`src/rtl/viral_pkg.sv`:
```
// Shared constants for the ViRAL genome streamer: symbol width, ASCII base codes
// and the streaming FSM state type.
package viral_pkg;

  localparam int BYTE_WIDTH = 8;

  localparam logic [7:0] ASCII_A        = 8'h41;
  localparam logic [7:0] ASCII_C        = 8'h43;
  localparam logic [7:0] ASCII_G        = 8'h47;
  localparam logic [7:0] ASCII_T        = 8'h54;
  localparam logic [7:0] ASCII_N        = 8'h4E;
  localparam logic [7:0] ASCII_CASE_BIT = 8'h20;

  typedef enum logic [1:0] {
    ST_IDLE   = 2'd0,
    ST_STREAM = 2'd1,
    ST_GAP    = 2'd2
  } state_e;

  function automatic logic is_base(input logic [7:0] b);
    return (b == ASCII_A) || (b == ASCII_C) || (b == ASCII_G) ||
           (b == ASCII_T) || (b == ASCII_N);
  endfunction

endpackage

```
`src/rtl/sync_fifo.sv`:
```
// Single-clock first-word-fall-through FIFO; rdata shows the head entry whenever
// empty is low. Pointers carry one extra wrap bit to tell full from empty.
module sync_fifo #(
  parameter int WIDTH      = 9,
  parameter int LOG2_DEPTH = 4
) (
  input  logic             clk,
  input  logic             rstn,
  input  logic             push,
  input  logic [WIDTH-1:0] wdata,
  input  logic             pop,
  output logic [WIDTH-1:0] rdata,
  output logic             full,
  output logic             empty
);

  localparam int DEPTH = 1 << LOG2_DEPTH;
  localparam logic [LOG2_DEPTH:0] PTR_ONE = {{LOG2_DEPTH{1'b0}}, 1'b1};

  logic [WIDTH-1:0]    mem_q [DEPTH];
  logic [LOG2_DEPTH:0] wr_ptr_q, wr_ptr_d;
  logic [LOG2_DEPTH:0] rd_ptr_q, rd_ptr_d;
  logic                do_push, do_pop;

  assign empty   = (wr_ptr_q == rd_ptr_q);
  assign full    = (wr_ptr_q[LOG2_DEPTH] != rd_ptr_q[LOG2_DEPTH]) &&
                   (wr_ptr_q[LOG2_DEPTH-1:0] == rd_ptr_q[LOG2_DEPTH-1:0]);
  assign do_push = push && !full;
  assign do_pop  = pop && !empty;
  assign rdata   = mem_q[rd_ptr_q[LOG2_DEPTH-1:0]];

  always_comb begin
    wr_ptr_d = wr_ptr_q;
    rd_ptr_d = rd_ptr_q;
    if (do_push) wr_ptr_d = wr_ptr_q + PTR_ONE;
    if (do_pop)  rd_ptr_d = rd_ptr_q + PTR_ONE;
  end

  always_ff @(posedge clk) begin
    if (!rstn) begin
      wr_ptr_q <= '0;
      rd_ptr_q <= '0;
    end else begin
      wr_ptr_q <= wr_ptr_d;
      rd_ptr_q <= rd_ptr_d;
    end
  end

  // Storage needs no reset: a flush is just the pointers coming back together.
  always_ff @(posedge clk) begin
    if (do_push) mem_q[wr_ptr_q[LOG2_DEPTH-1:0]] <= wdata;
  end

endmodule

```
`src/rtl/genome_streamer.sv`:
```
// Buffers host ASCII bases and streams them to the ViRAL front end, one GAP cycle
// per genome end. Optional macro VIRAL_LOWERCASE_EN accepts lowercase bases.
module genome_streamer
  import viral_pkg::*;
#(
  parameter int BYTE            = BYTE_WIDTH,
  parameter int LOG2_FIFO_DEPTH = 4,
  parameter int LEN_WIDTH       = 16
) (
  input  logic                 clk,
  input  logic                 rstn,
  input  logic                 i_valid,
  input  logic [BYTE-1:0]      i_data,
  input  logic                 i_last,
  output logic                 o_ready,
  input  logic                 i_rx_ready,
  output logic                 o_base_ready,
  output logic [BYTE-1:0]      o_base,
  output logic                 o_done,
  output logic [LEN_WIDTH-1:0] o_genome_count,
  output logic [LEN_WIDTH-1:0] o_last_len,
  output logic                 o_bad_base,
  output logic                 o_busy
);

  localparam logic [LEN_WIDTH-1:0] LEN_ONE = {{(LEN_WIDTH-1){1'b0}}, 1'b1};

  logic            push, pop;
  logic            fifo_full, fifo_empty;
  logic [BYTE:0]   fifo_rdata;
  logic            pop_last;
  logic [BYTE-1:0] pop_byte;
  logic [7:0]      pop_low;
  logic            hi_zero;
  logic [BYTE-1:0] mapped_base;
  logic            mapped_bad;

  state_e                 state_q, state_d;
  logic [BYTE-1:0]        base_q, base_d;
  logic                   base_ready_q, base_ready_d;
  logic                   done_q, done_d;
  logic [LEN_WIDTH-1:0]   count_q, count_d;
  logic [LEN_WIDTH-1:0]   last_len_q, last_len_d;
  logic [LEN_WIDTH-1:0]   len_q, len_d;
  logic                   bad_q, bad_d;

  assign o_ready = rstn && !fifo_full;
  assign push    = i_valid && o_ready;

  sync_fifo #(
    .WIDTH      (BYTE + 1),
    .LOG2_DEPTH (LOG2_FIFO_DEPTH)
  ) u_fifo (
    .clk   (clk),
    .rstn  (rstn),
    .push  (push),
    .wdata ({i_last, i_data}),
    .pop   (pop),
    .rdata (fifo_rdata),
    .full  (fifo_full),
    .empty (fifo_empty)
  );

  assign pop_last = fifo_rdata[BYTE];
  assign pop_byte = fifo_rdata[BYTE-1:0];
  assign pop_low  = pop_byte[7:0];
  assign hi_zero  = (pop_byte & ~BYTE'(8'hFF)) == '0;

  // Anything outside the base alphabet goes downstream as 'N' and is flagged.
  always_comb begin
    mapped_base = BYTE'(ASCII_N);
    mapped_bad  = 1'b1;
    if (hi_zero && is_base(pop_low)) begin
      mapped_base = pop_byte;
      mapped_bad  = 1'b0;
    end
`ifdef VIRAL_LOWERCASE_EN
    else if (hi_zero && pop_low[5] && is_base(pop_low & ~ASCII_CASE_BIT)) begin
      mapped_base = BYTE'(pop_low & ~ASCII_CASE_BIT);
      mapped_bad  = 1'b0;
    end
`endif
  end

  // Outputs are registered, so the GAP state shows up as o_done one cycle later,
  // right after the final base of the genome leaves.
  always_comb begin
    state_d      = state_q;
    base_d       = base_q;
    base_ready_d = 1'b0;
    done_d       = 1'b0;
    count_d      = count_q;
    last_len_d   = last_len_q;
    len_d        = len_q;
    bad_d        = bad_q;
    pop          = 1'b0;
    case (state_q)
      ST_IDLE: begin
        if (!fifo_empty) state_d = ST_STREAM;
      end
      ST_STREAM: begin
        if (fifo_empty) begin
          state_d = ST_IDLE;
        end else if (i_rx_ready) begin
          pop          = 1'b1;
          base_d       = mapped_base;
          base_ready_d = 1'b1;
          bad_d        = bad_q | mapped_bad;
          if (len_q != '1) len_d = len_q + LEN_ONE;
          if (pop_last) state_d = ST_GAP;
        end
      end
      ST_GAP: begin
        done_d     = 1'b1;
        count_d    = count_q + LEN_ONE;
        last_len_d = len_q;
        len_d      = '0;
        state_d    = fifo_empty ? ST_IDLE : ST_STREAM;
      end
      default: state_d = ST_IDLE;
    endcase
  end

  always_ff @(posedge clk) begin
    if (!rstn) begin
      state_q      <= ST_IDLE;
      base_q       <= '0;
      base_ready_q <= 1'b0;
      done_q       <= 1'b0;
      count_q      <= '0;
      last_len_q   <= '0;
      len_q        <= '0;
      bad_q        <= 1'b0;
    end else begin
      state_q      <= state_d;
      base_q       <= base_d;
      base_ready_q <= base_ready_d;
      done_q       <= done_d;
      count_q      <= count_d;
      last_len_q   <= last_len_d;
      len_q        <= len_d;
      bad_q        <= bad_d;
    end
  end

  assign o_base         = base_q;
  assign o_base_ready   = base_ready_q;
  assign o_done         = done_q;
  assign o_genome_count = count_q;
  assign o_last_len     = last_len_q;
  assign o_bad_base     = bad_q;
  assign o_busy         = !fifo_empty || (state_q != ST_IDLE);

endmodule

```
`config.mk`:
```
export PLATFORM = sky130hd
export DESIGN_NAME = genome_streamer
export DESIGN_NICKNAME = d
export VERILOG_FILES = /design/src/rtl/viral_pkg.sv /design/src/rtl/sync_fifo.sv /design/src/rtl/genome_streamer.sv
export SDC_FILE = /design/constraint.sdc
export NUM_CORES = 1
export LEC_CHECK = 0
export BUFFER_PORTS_ARGS = -buffer_cell sky130_fd_sc_hd__buf_2
export CAP_MARGIN = 20
export CORE_MARGIN = 10
export CORE_UTILIZATION = 45
export DETAILED_ROUTE_END_ITERATION = 8
export GPL_TIMING_DRIVEN = 1
export PLACE_DENSITY = 0.73
export SKIP_LAST_GASP = 1
export SLEW_MARGIN = 25
export SYNTH_ARGS = -nofsm -noshare
export SYNTH_HDL_FRONTEND = slang
export SYNTH_HIERARCHICAL = 1
export SYNTH_SLANG_ARGS = --single-unit
```
`constraint.sdc`:
```
create_clock -name clk -period 7.6 [get_ports clk]
set_clock_uncertainty 0.2 [all_clocks]
set_input_delay 1.14 -clock clk [delete_from_list [all_inputs] [get_ports clk]]
set_output_delay 1.14 -clock clk [all_outputs]
set_load 0.02 [all_outputs]
```
Word-level counts from Yosys, hierarchy flattened

Memories as Yosys holds them, arrays and structs flattened. A register that Yosys moved wholly into a read port is not among the register bits.
Cells that the tools add are included.

$add $sub $neg: 4
$mul: 0
Div/mod/pow operators: 0
$lt $le $gt $ge: 0
Eq/ne operators: 17
Shift operators: 0
Mux-type cells: 20
Bitwise logic cells: 2
Reductions and logical operators: 18

Operator list:

| cell                                                            | count |
|---|---|
| 16-bit 2-to-1 mux                                               | 3 |
| 8-bit by 7-bit == test with 1-bit output, second input constant | 5 |
| 16-bit by 1-bit adder with 16-bit output, second input constant | 2 |
| 16-bit one-hot mux with 2 select lines                          | 1 |
| 16-bit inequality test, second input constant                   | 1 |
| 5-bit by 1-bit adder with 5-bit output, second input constant   | 2 |
| 1-bit 2-to-1 mux                                                | 8 |
| 2-bit 2-to-1 mux                                                | 4 |
| 4-bit 2-to-1 mux                                                | 2 |
| 8-bit 2-to-1 mux                                                | 1 |
| 2-bit inequality test, second input constant                    | 4 |
| 3-bit inequality test, second input constant                    | 2 |
| 2-bit one-hot mux with 3 select lines                           | 1 |
| 3-bit AND reduction                                             | 2 |
| 5-bit == test                                                   | 1 |
| 1-bit logical AND                                               | 5 |
| 1-bit logical OR                                                | 5 |
| 4-bit == test                                                   | 1 |
| 4-bit AND reduction                                             | 1 |
| 2-bit nonzero test                                              | 2 |
| 2-bit by 1-bit == test with 1-bit output, second input constant | 1 |
| 2-bit == test, second input constant                            | 1 |
| 1-bit logical NOT                                               | 2 |
| 2-bit logical NOT                                               | 1 |
| 3 further kinds                                                 | 3 |

Bits in registers: 71
Bits in latches: 0
Memory bits (writable): 144
Memory bits (read-only): 0
Logic and storage cells: 72
Memories: 1

Memory list:

| name         | depth | bits a word | read ports | clocked after memory_dff | wr ports | RTL line        | text |
|---|---|---|---|---|---|---|---|
| u_fifo.mem_q | 16    | 9           | 1          | 1                        | 1        | sync_fifo.sv:20 | `logic [WIDTH-1:0] mem_q [DEPTH];` |

Longest topological paths before layout

Gate-level depths: netlist of run 1.

Depth in word-level cells: 8
Gate-level depth with buffers: 11
Depth with buffers taken out: 8

Cells and area by module

The synthesis of run 1 kept the hierarchy.

Modules (own cells, without submodules):

| module          | times used | cells each | area each (µm²) | sequential area each (µm²) |
|---|---|---|---|---|
| sync_fifo       | 1          | 304        | 6417.4          | 4604.4 |
| genome_streamer | 1          | 316        | 2642.5          | 1221.2 |

Worst setup path after synthesis of run 1

Ideal clock, no wire load.

Kind: input port to flip-flop
From: in rstn
To: mem u_fifo.mem_q[11][0] (enable)
Setup time: 338 ps
Arrival time: 2855 ps
Setup slack: 4207 ps
Stages on the path: 8
Buffers on the path: 2
Path through: inv_1 > clkbuf_1 > nor2_1 > and2_1 > inv_1 > a21oi_1 > buf_2 > and3_1

Cells in the longest elaborated chain, start to end: 5

RTL lines:

| what                                   | RTL line              | text |
|---|---|---|
| from (decl)                            | genome_streamer.sv:11 | `input logic rstn,` |
| 1-bit logical AND                      | genome_streamer.sv:47 | `assign o_ready = rstn && !fifo_full;` |
| named net o_ready                      | genome_streamer.sv:15 | `output logic o_ready,` |
| 1-bit logical AND                      | genome_streamer.sv:48 | `assign push = i_valid && o_ready;` |
| named net push                         | genome_streamer.sv:28 | `logic push, pop;` |
| 1-bit logical AND                      | sync_fifo.sv:28       | `assign do_push = push && !full;` |
| 1-bit 2-to-1 mux                       | sync_fifo.sv:51       | `if (do_push) mem_q[wr_ptr_q[LOG2_DEPTH-1:0]] <= wdata;` |
| 1-bit 2-to-1 mux (not written as such) | sync_fifo.sv:51       |  |
| to (decl)                              | sync_fifo.sv:20       |  |

The timed path passes the listed nets, and every way through them passes these cells.

Worst setup path in the final report of run 1

From: in rstn
To: out o_ready

Cells in the longest elaborated chain, start to end: 1

RTL lines:

| what              | RTL line |
|---|---|
| 1-bit logical AND | genome_streamer.sv:47 |
| to (decl)         | genome_streamer.sv:15 |

Every way passes these cells.

==> results of run 1 <==
[state kept, by name (all words and copies together) (netlist names), named ones only]
register	cells
u_fifo/rd_ptr_q	5
o_done	1
state_q	2
o_last_len	16
u_fifo/mem_q	144
o_base_ready	1
o_base	8
o_bad_base	1
len_q	16
u_fifo/wr_ptr_q	5
o_genome_count	16
[cells by family (layout without fill, tap and decap cells)]
logic type / after synthesis / after routing / synth area share (%)
fa+ha+maj: 7 / 7 / 0.9667
simple gates: 195 / 195 / 11.32
mux: 63 / 63 / 14.50
xor+xnor: 14 / 14 / 1.353
flops: 219 / 219 / 64.30
compound gates: 79 / 79 / 5.331
buf+inv: 43 / 116 / 2.223
[through the flow]
step                      power, mW  utilization, %  cell area [um^2]  hold slack, ps
after floorplan               1.331               -              9060           249.6
after global placement        1.362           48.69              9570           243.4
after detailed placement      1.365           48.69              9570           245.9
after CTS                     2.373           52.19             10260           253.7
after global routing          2.436           52.19             10260           261.1
final                         2.359           52.19             10260           248.9
[critical path, cell delays in order]
cell and delay (ps):
buf_2 80, buf_4 340, inv_1 70, buf_4 280, nor2_1 190, buf_2 190
[power by group through the flow]
stage	logic [mW]	registers (mW)	clock network (mW)
after floorplan	0.0296	1.30	0
after global placement	0.0603	1.30	0
after detailed placement	0.0625	1.30	0
after CTS	0.0627	1.28	1.03
after global routing	0.0679	1.28	1.09
final	0.0624	1.28	1.02
[per-layer routing]
metal / up-vias / track usage [%]
met5: - / 0
met4: 0 / 3.805
met3: 22 / 2.629
met2: 270 / 25.61
met1: 2765 / 19.85
li1: 2531 / -
[path summary, 6_finish.rpt]
kind                      start            end  slack, ps
setup / recovery           rstn        o_ready       3950
hold / removal    o_last_len[7]  o_last_len[7]        250
setup reg to reg      flip-flop      o_base[1]       4010
hold reg to reg   o_last_len[7]  o_last_len[7]        250
[cell usage after synthesis, drive strengths merged, types with 3 or more instances]
cell type,count,area [um^2]
xnor2,3,26.28
a31oi,5,31.28
buf,15,96.33
a21oi,39,195.2
nand2b,7,43.79
mux4,45,1134
o31ai,4,30.03
nand3,15,80.08
and2,8,50.05
nor2,19,71.32
nor3,4,25.02
or4,4,30.03
nand4,12,75.07
or3,8,55.05
xor2,11,96.34
edfxtp,144,4324
ha,7,87.58
nand2,73,274.0
and4,4,35.03
nor2b,5,31.28
o21ai,12,60.06
mux2i,18,180.2
clkbuf,15,56.30
and3,21,131.4
nor4,6,43.79
dfxtp,75,1501
o211ai,6,45.04
inv,13,48.80
[cell type report]
class	count	area [um^2]	share of cell area, %
Clock buffer	34	658.1	6.416
Clock inverter	6	28.78	0.2806
Inverter	13	48.80	0.4757
Multi-Input combinational cell	358	3033	29.57
Sequential cell	219	5827	56.81
Tap cell	265	331.6	3.233
Timing Repair Buffer	63	330.3	3.220
==> metrics.md, run 1 <==
| Metric | Value |
|---|---|
| Status | `finished clean` |
| Post-route insts no fill | `958` |
| Peak VDD IR | `291.6 uV` |
| Post-synth EDFFs | `144` |
| Mapped Nets | `640` |
| Flops & latches, synth | `219` |
| # H-tree levels | `1` |
| Starting Density | `46.10%` |
| Fin crit share | `48.08%` |
| F_max | `273.7 MHz` |
| Number of nets with antenna violations after routing | `0` |
| Post-CTS Setup Bufs | `0` |
| Vias in the first global route | `5370` |
| Max clock buf depth | `3` |
| Core Area | `19650 um^2` |
| Slew Limit Fails | `0` |
| Clock network power share | `43.2%` |
| Buffers on Ports | `57` |
| Placed wire-length estimate | `13860 um` |
| CTS tree | `built` |
| Worst Path Max Fanout | `42` |
| Die span in y | `161.9 um` |
| Post-CTS Resized | `0` |
| Area delta synth->final | `13.22%` |
| Sequential fraction of the synthesis area | `64.30%` |
| GPL Wtd Cong | `0.8541` |
| Final Setup Violations | `0` |
| Worst setup SP type | `input port` |
| Final Hold Fails | `0` |
| Dpl cells | `918` |
| Slew HR | `29.83%` |
| Hold crit path type | `reg -> reg` |
| P_int | `1.885 mW` |
| Synth Instances | `620` |
| Combinational share of power | `2.6%` |
| Most frequent cells in the layout | `edfxtp_1, dfxtp_1, nand2_1, buf_2, a21oi_1` |
| Die W | `161.9 um` |
| Pwr/cell area | `230.0 nW/um^2` |
| WL met2 | `10250 um` |
| Clock Sinks | `219` |
| Largest net degree at the start of global routing | `43` |
| Clk_lat worst skew | `500 ps` |
| Sw frac | `20.09%` |
| CP Data Arrival Time | `2310 ps` |
| Top sig layer | `met4` |
| Total GRT Usage | `15.17%` |
| Initial antenna violation count | `0` |
| Routed WL per cell | `21.41 um` |
| Fill cell count | `1613` |
| CTS root buf | `clkbuf_16` |
| Total Nets Final | `698` |
| Residual DRC | `0` |
| Metal-1 WL | `8444 um` |
| Final Routed Wirelength | `20510 um` |
| First-pass GRT wire length | `31620 um` |
| Yosys cell types | `53` |
| Row cnt | `51` |
| Worst setup margin | `3946 ps` |
| Pre-CTS WS | `3773 ps` |
| Worst endpoint required time | `6260 ps` |
| RSZ-0062 raised after global routing | `no` |
| Setup TNS | `0 ps` |
| Cell depth of the worst hold path | `2` |
| Worst Max-Slew Pin Slew | `1044 ps` |
| P_sw | `473.9 uW` |
| Clk slew on worst S/H paths | `60 ps` |
| Die area | `26210 um^2` |
| Drt pass-1 iters | `4` |
| Crit Path Class | `in -> out` |
| Mapped cell area | `9060 um^2` |
| Grt total ovfl | `0` |
| Min cycle time layout | `3654 ps` |
| Via count | `5588` |
| Max cap viols | `0` |
| Async SR Flop Fraction | `0%` |
| Vias/cell | `5.833` |
| Clock buffer count from CTS | `23` |
| Initial DRC count | `417` |
| Most common flop cell mapped by yosys | `edfxtp_1` |
| Antenna Cells | `0` |
| Layout cells sized above 1 | `16.31%` |
| Sequential share of power | `54.1%` |
| Ports | `58` |
| Synthesis warning total | `6` |
| Most common cell after layout, fill and taps aside | `edfxtp_1` |
| Worst reg2reg path depth | `6` |
| Avg Cell Area, Syn | `14.61 um^2` |
| CP endpoint kind | `output port` |
| Hold_buf cts | `0` |
| P_leak | `3.560 nW` |
| DR WL met3 | `1477 um` |
No activity file was read; power rests on OpenSTA's default activity.
==> run 2, diff against run 1 <==
--- a/config.mk
+++ b/config.mk
@@ -5,6 +5,7 @@
 export SDC_FILE = /design/constraint.sdc
 export NUM_CORES = 1
 export LEC_CHECK = 0
+export ABC_AREA = 1
 export BUFFER_PORTS_ARGS = -buffer_cell sky130_fd_sc_hd__buf_2
 export CAP_MARGIN = 20
 export CORE_MARGIN = 10
==> constraint.sdc (replaced) <==
create_clock -name clk -period 3.7 [get_ports clk]
set_clock_uncertainty 0.2 [all_clocks]
set_input_delay 0.555 -clock clk [delete_from_list [all_inputs] [get_ports clk]]
set_output_delay 0.555 -clock clk [all_outputs]
set_load 0.02 [all_outputs]
==> run 2 against run 1 <==
First-iteration DRC count is 2.2% lower; power grew 110%; largest cell class unchanged; count of clock-buffer cells in the layout shrank 2; synthesized area increased by 3.7%; core utilization rose by 0.50 points; final area up 4.6%; critical path depth increased by 4; hold slack worse by 18 ps; highest routed layer unchanged; sequential power grew 110%; non-clock buffer count grew 11; register-to-register slack got worse by 3200 ps.
==> metrics.md, run 2 <==
| Metric | Value |
|---|---|
| Status | `finished clean` |
| Antenna Cells | `0` |
| Die area | `27070 um^2` |
| Routed WL per cell | `14.80 um` |
| F_max | `350.1 MHz` |
| RSZ-0062 raised after global routing | `no` |
| Flops & latches, synth | `219` |
| Most common flop cell mapped by yosys | `edfxtp_1` |
| Starting Density | `46.15%` |
| Crit Path Class | `reg -> reg` |
| Xor/xnor share of the synthesized area | `0.3594%` |
| Most common cell after layout, fill and taps aside | `nand2_1` |
| Clk slew on worst S/H paths | `60 ps` |
| Most frequent cell after synthesis | `nand2_1` |
| Max cap viols | `0` |
| Post-Synth Simple-Gate Area | `18.02%` |
| Worst Max-Slew Pin Slew | `866.7 ps` |
| Vias/cell | `5.043` |
| GRT busiest layer | `met2` |
| CTS root buf | `clkbuf_16` |
| Fill cell count | `1834` |
| Main area contributors after synthesis | `edfxtp_1, dfxtp_1, nand2_1, inv_1, nand3_1` |
| Hold WS | `230.6 ps` |
| CP endpoint kind | `flip-flop` |
| Slew Limit Fails | `0` |
| Worst setup SP type | `flip-flop` |
| Drt pass-1 iters | `5` |
| Layout cells sized above 1 | `13.47%` |
| Largest family of logic cells by synthesized area | `simple AND/OR/NAND/NOR gates` |
| Post-synth EDFFs | `144` |
| Peak VDD IR | `495.3 uV` |
| Min cycle time layout | `2857 ps` |
| Max reg flops | `144` |
| Largest net degree at the start of global routing | `76` |
| Post-route insts no fill | `1317` |
| Setup TNS | `0 ps` |
| Ports | `58` |
| Clock buffer count from CTS | `23` |
| Dpl cells | `1276` |
| Async SR Flop Fraction | `0%` |
| First-pass GRT wire length | `31870 um` |
| Buffers on Ports | `57` |
| Pwr/cell area | `470.2 nW/um^2` |
| Largest area contributor in the netlist | `edfxtp_1` |
| CP Data Arrival Time | `3030 ps` |
| Fin util | `52.69%` |
| Sequential fraction of the synthesis area | `61.98%` |
| Compound-Gate Fraction of Synth Area | `10.90%` |
| Via count | `6642` |
| GPL Wtd Cong | `0.8238` |
| Mapped cell area | `9399 um^2` |
| # H-tree levels | `1` |
| Worst Path Max Fanout | `75` |
| P_leak | `4.132 nW` |
| Number of nets with antenna violations after routing | `0` |
| Yosys cell types | `37` |
| Most frequent cells in the layout | `nand2_1, edfxtp_1, inv_1, nand3_1, nor2_1` |
| Hold_buf cts | `0` |
| Placed wire-length estimate | `13330 um` |
| Total Nets Final | `1051` |
| Synthesis warning total | `6` |
| Initial antenna violation count | `0` |
| Row cnt | `52` |
| Synth Instances | `970` |
| Mapped Nets | `990` |
| Die span in y | `164.5 um` |
| Die W | `164.5 um` |
| Met2 usage | `24.63%` |
| Worst endpoint required time | `3870 ps` |
| Synthesized-area fraction occupied by adder cells | `0.9318%` |
| Vias in the first global route | `6418` |
| GR Util met3 | `2.315%` |
| Area delta synth->final | `14.16%` |
| Final Hold Fails | `0` |
| Final Routed Wirelength | `19490 um` |
| Total GRT Usage | `14.19%` |
| Hold crit path type | `in -> reg` |
| Top cells by count, synth | `nand2_1, edfxtp_1, inv_1, nand3_1, nor2_1` |
| Total power | `5.045 mW` |
| Core Area | `20360 um^2` |
| Residual DRC | `0` |
| Slew HR | `42.01%` |
| Mux cell area share after synthesis | `0%` |
| Clock Sinks | `219` |
| Clk_lat worst skew | `490 ps` |
| CTS tree | `built` |
| Final Setup Violations | `0` |
| Post-synth top area share | `46.01%` |
| Grt total ovfl | `0` |
| Avg Cell Area, Syn | `9.690 um^2` |
| Fin crit share | `77.21%` |
| Post-CTS Setup Bufs | `0` |
| Met1 Resource Use GR | `17.69%` |
| Max clock buf depth | `3` |
| Initial DRC count | `408` |
| Post-CTS Resized | `0` |
## run 2: final timing paths
path | start | endpoint | slack, ps | cells after the start
setup / recovery | flip-flop | o_base[3] | 840 | 10
hold / removal | i_rx_ready | state_q[0] | 230 | 4
setup reg to reg | flip-flop | o_base[3] | 840 | 10
hold reg to reg | o_bad_base | o_bad_base | 250 | 2
## run 2: cell families (layout without fill, tap and decap cells)
kind of cell | after synthesis | in the layout
DFF | 219 | 219
buffers and inverters | 185 | 262
xor gates and xnor gates | 3 | 3
and+or+nand+nor | 376 | 376
AOI/OAI and AO/OA | 180 | 180
adders and majority gates | 7 | 7
## run 2: final cells by class
class / instances / area [um^2] / share of cell area, %
inverters: 147 / 556.8 / 5.189
multi-input cells: 566 / 2845 / 26.52
repair buffers: 74 / 437.9 / 4.081
well taps: 270 / 337.8 / 3.148
clock inverters: 9 / 42.54 / 0.3965
clock buffers: 32 / 679.4 / 6.332
flip-flops and latches: 219 / 5831 / 54.34
## run 2: report_power, final
group	internal (mW)	total [mW]	switching (mW)
combinational	0.0753	0.248	0.173
clock	1.27	2.15	0.878
sequential	2.63	2.65	0.0205
total	3.97	5.05	1.07
## run 2: worst max-delay path, cell delays in order, from the launching register on
cell and delay [ps]:
dfxtp_4 790, buf_12 300, nand2_1 70, o211ai_1 90
nand3_1 120, nand3_1 130, nand2_1 70, nor3b_1 430
nand3_1 290, nor2_1 160, nor2_1 50
## run 2: stage by stage
| stage | instance area (um^2) | setup WS (ps) |
|---|---|---|
| 6_report | 10730 | 843.4 |
| 3_5_place_dp | 10000 | 875.0 |
| 5_1_grt | 10730 | 601.7 |
| 3_3_place_gp | 10000 | 898.9 |
| 2_1_floorplan | 9399 | 989.8 |
| 4_1_cts | 10730 | 847.1 |
## run 2: layer usage
metal	part of all wire [%]	routed length [um]
met1	44	8601
met2	50	9782
met3	3.9	751
met4	1.8	357
met5	0	0
==> run 3, diff against run 2 <==
--- a/config.mk
+++ b/config.mk
@@ -12,7 +12,7 @@
 export CORE_UTILIZATION = 45
 export DETAILED_ROUTE_END_ITERATION = 8
 export GPL_TIMING_DRIVEN = 1
-export PLACE_DENSITY = 0.73
+export PLACE_DENSITY = 0.75
 export SKIP_LAST_GASP = 1
 export SLEW_MARGIN = 25
 export SYNTH_ARGS = -nofsm -noshare
==> constraint.sdc (replaced) <==
create_clock -name clk -period 2.56 [get_ports clk]
set_clock_uncertainty 0.2 [all_clocks]
set_input_delay 0.384 -clock clk [delete_from_list [all_inputs] [get_ports clk]]
set_output_delay 0.384 -clock clk [all_outputs]
set_load 0.02 [all_outputs]
==> run 3 against run 2 <==
Final area grew 2.2%; sequential power grew 45%; largest power group unchanged; via count grew 4.1%; hold slack lost 170 ps.
==> metrics.md, run 3 (synthesis results as in run 2) <==
| Metric | Value |
|---|---|
| First-pass GRT wire length | `33660 um` |
| # H-tree levels | `1` |
| Most common cell after layout, fill and taps aside | `nand2_1` |
| Vias/cell | `5.157` |
| Vias in the first global route | `6738` |
| Setup TNS | `0 ps` |
| Slew HR | `72.68%` |
| Max clock buf depth | `3` |
| Grt total ovfl | `0` |
| Fill cell count | `1751` |
| Multi-input gate area | `2845 um^2` |
| Worst Path Max Fanout | `10` |
| Max cap viols | `0` |
| Core Area | `20360 um^2` |
| Via count | `6915` |
| CTS root buf | `clkbuf_16` |
| RSZ-0062 raised after global routing | `no` |
| Status | `finished clean` |
| Hold WS | `57.71 ps` |
| CP endpoint kind | `output port` |
| Placed wire-length estimate | `14160 um` |
| Max reg flops | `144` |
| GPL Wtd Cong | `0.8460` |
| Register area | `5841 um^2` |
| Final Routed Wirelength | `21240 um` |
| CP Data Arrival Time | `1840 ps` |
| Clk_lat worst skew | `500 ps` |
| Fin crit share | `94.78%` |
| Drt pass-1 iters | `6` |
| CTS tree | `built` |
| Residual DRC | `0` |
| Dpl cells | `1299` |
| Total GRT Usage | `15.27%` |
| Pwr/cell area | `681.3 nW/um^2` |
| Starting Density | `46.15%` |
| Total Nets Final | `1076` |
| Die area | `27070 um^2` |
| F_max | `412.2 MHz` |
| Row cnt | `52` |
| Peak VDD IR | `539.0 uV` |
| Final Setup Violations | `0` |
| CP max stage delay | `380 ps` |
| Buffers on Ports | `57` |
| Final Hold Fails | `0` |
| Slew Limit Fails | `0` |
| Ports | `58` |
| Min cycle time layout | `2426 ps` |
| Routed WL per cell | `15.84 um` |
| Initial DRC count | `556` |
| Worst Max-Slew Pin Slew | `399.5 ps` |
| Reg2reg setup slack | `230 ps` |
| Layout cells sized above 1 | `15.59%` |
| Crit Path Class | `reg -> out` |
| Die W | `164.5 um` |
| Hold crit path type | `in -> reg` |
| Die span in y | `164.5 um` |
| Slowest-stage cell, CP | `dfxtp_2` |
| Worst endpoint required time | `1980 ps` |
| Area delta synth->final | `16.65%` |
| Number of nets with antenna violations after routing | `0` |
| Total power | `7.470 mW` |
| Worst setup SP type | `flip-flop` |
| Cell mode on critical path | `nand2_1` |
| Clock buffer count from CTS | `24` |
| Clock Sinks | `219` |
| Antenna Cells | `0` |
| P_leak | `4.272 nW` |
| Clk slew on worst S/H paths | `60 ps` |
| Initial antenna violation count | `0` |
| Largest net degree at the start of global routing | `47` |
| Post-route insts no fill | `1341` |
| Cell Chain, Critical Path | `inv_1, nand2_1, nand2_1, nor2_4, nand3_4, inv_4, nand3_1, buf_2` |
| Most frequent cells in the layout | `nand2_1, edfxtp_1, inv_1, nand3_1, nor2_1` |
## run 3: layout make-up
cell class              count  area share [%]
clock buffers              37           6.390
multi-input cells         566           25.95
inverters                 147           5.101
flip-flops and latches    219           53.27
clock inverters             4          0.3880
well taps                 270           3.081
repair buffers             98           5.820
## run 3: worst max-delay path: cells and delay by family, from the launching register on
family	cells	cell delay [ps]
buffers and inverters	3	410
flip-flops	1	380
AND/OR/NAND/NOR	5	530
## run 3: path summary, 6_finish.rpt
kind	cells after the start	to	start
hold / removal	4	state_q[0]	i_rx_ready
setup / recovery	8	o_busy	u_fifo/wr_ptr_q[1]
hold reg to reg	2	o_base[5]	o_base[5]
setup reg to reg	10	o_base[3]	flip-flop
## run 3: metal layers
metal / wire length [um] / GRT usage (%) / part of all wire (%)
met1: 9347 / 19.25 / 44
met5: 0 / 0 / 0
met4: 497 / 5.757 / 2.3
met3: 862 / 1.967 / 4.1
met2: 10530 / 26.23 / 50
## run 3: report_power, final
group	total (mW)	switching [mW]	internal, mW
clock	3.25	1.29	1.97
sequential	3.83	0.0315	3.80
combinational	0.388	0.263	0.125
## run 3: what timing repair did
item | CTS | global route
setup buffers | 0 | 1
hold buffers | 0 | 0
resized for setup | 1 | 7
endpoints found under the setup margin | 1 | 5
## run 3: metrics by stage
step | setup WS (ps) | util [%] | cell area, um^2
after global placement | 185.7 | 50.06 | 10190
after global routing | 16.14 | 53.84 | 10960
after CTS | 3.792 | 53.71 | 10940
after floorplan | 75.59 | - | 9404
final | 133.7 | 53.84 | 10960
after detailed placement | 142.2 | 50.06 | 10190
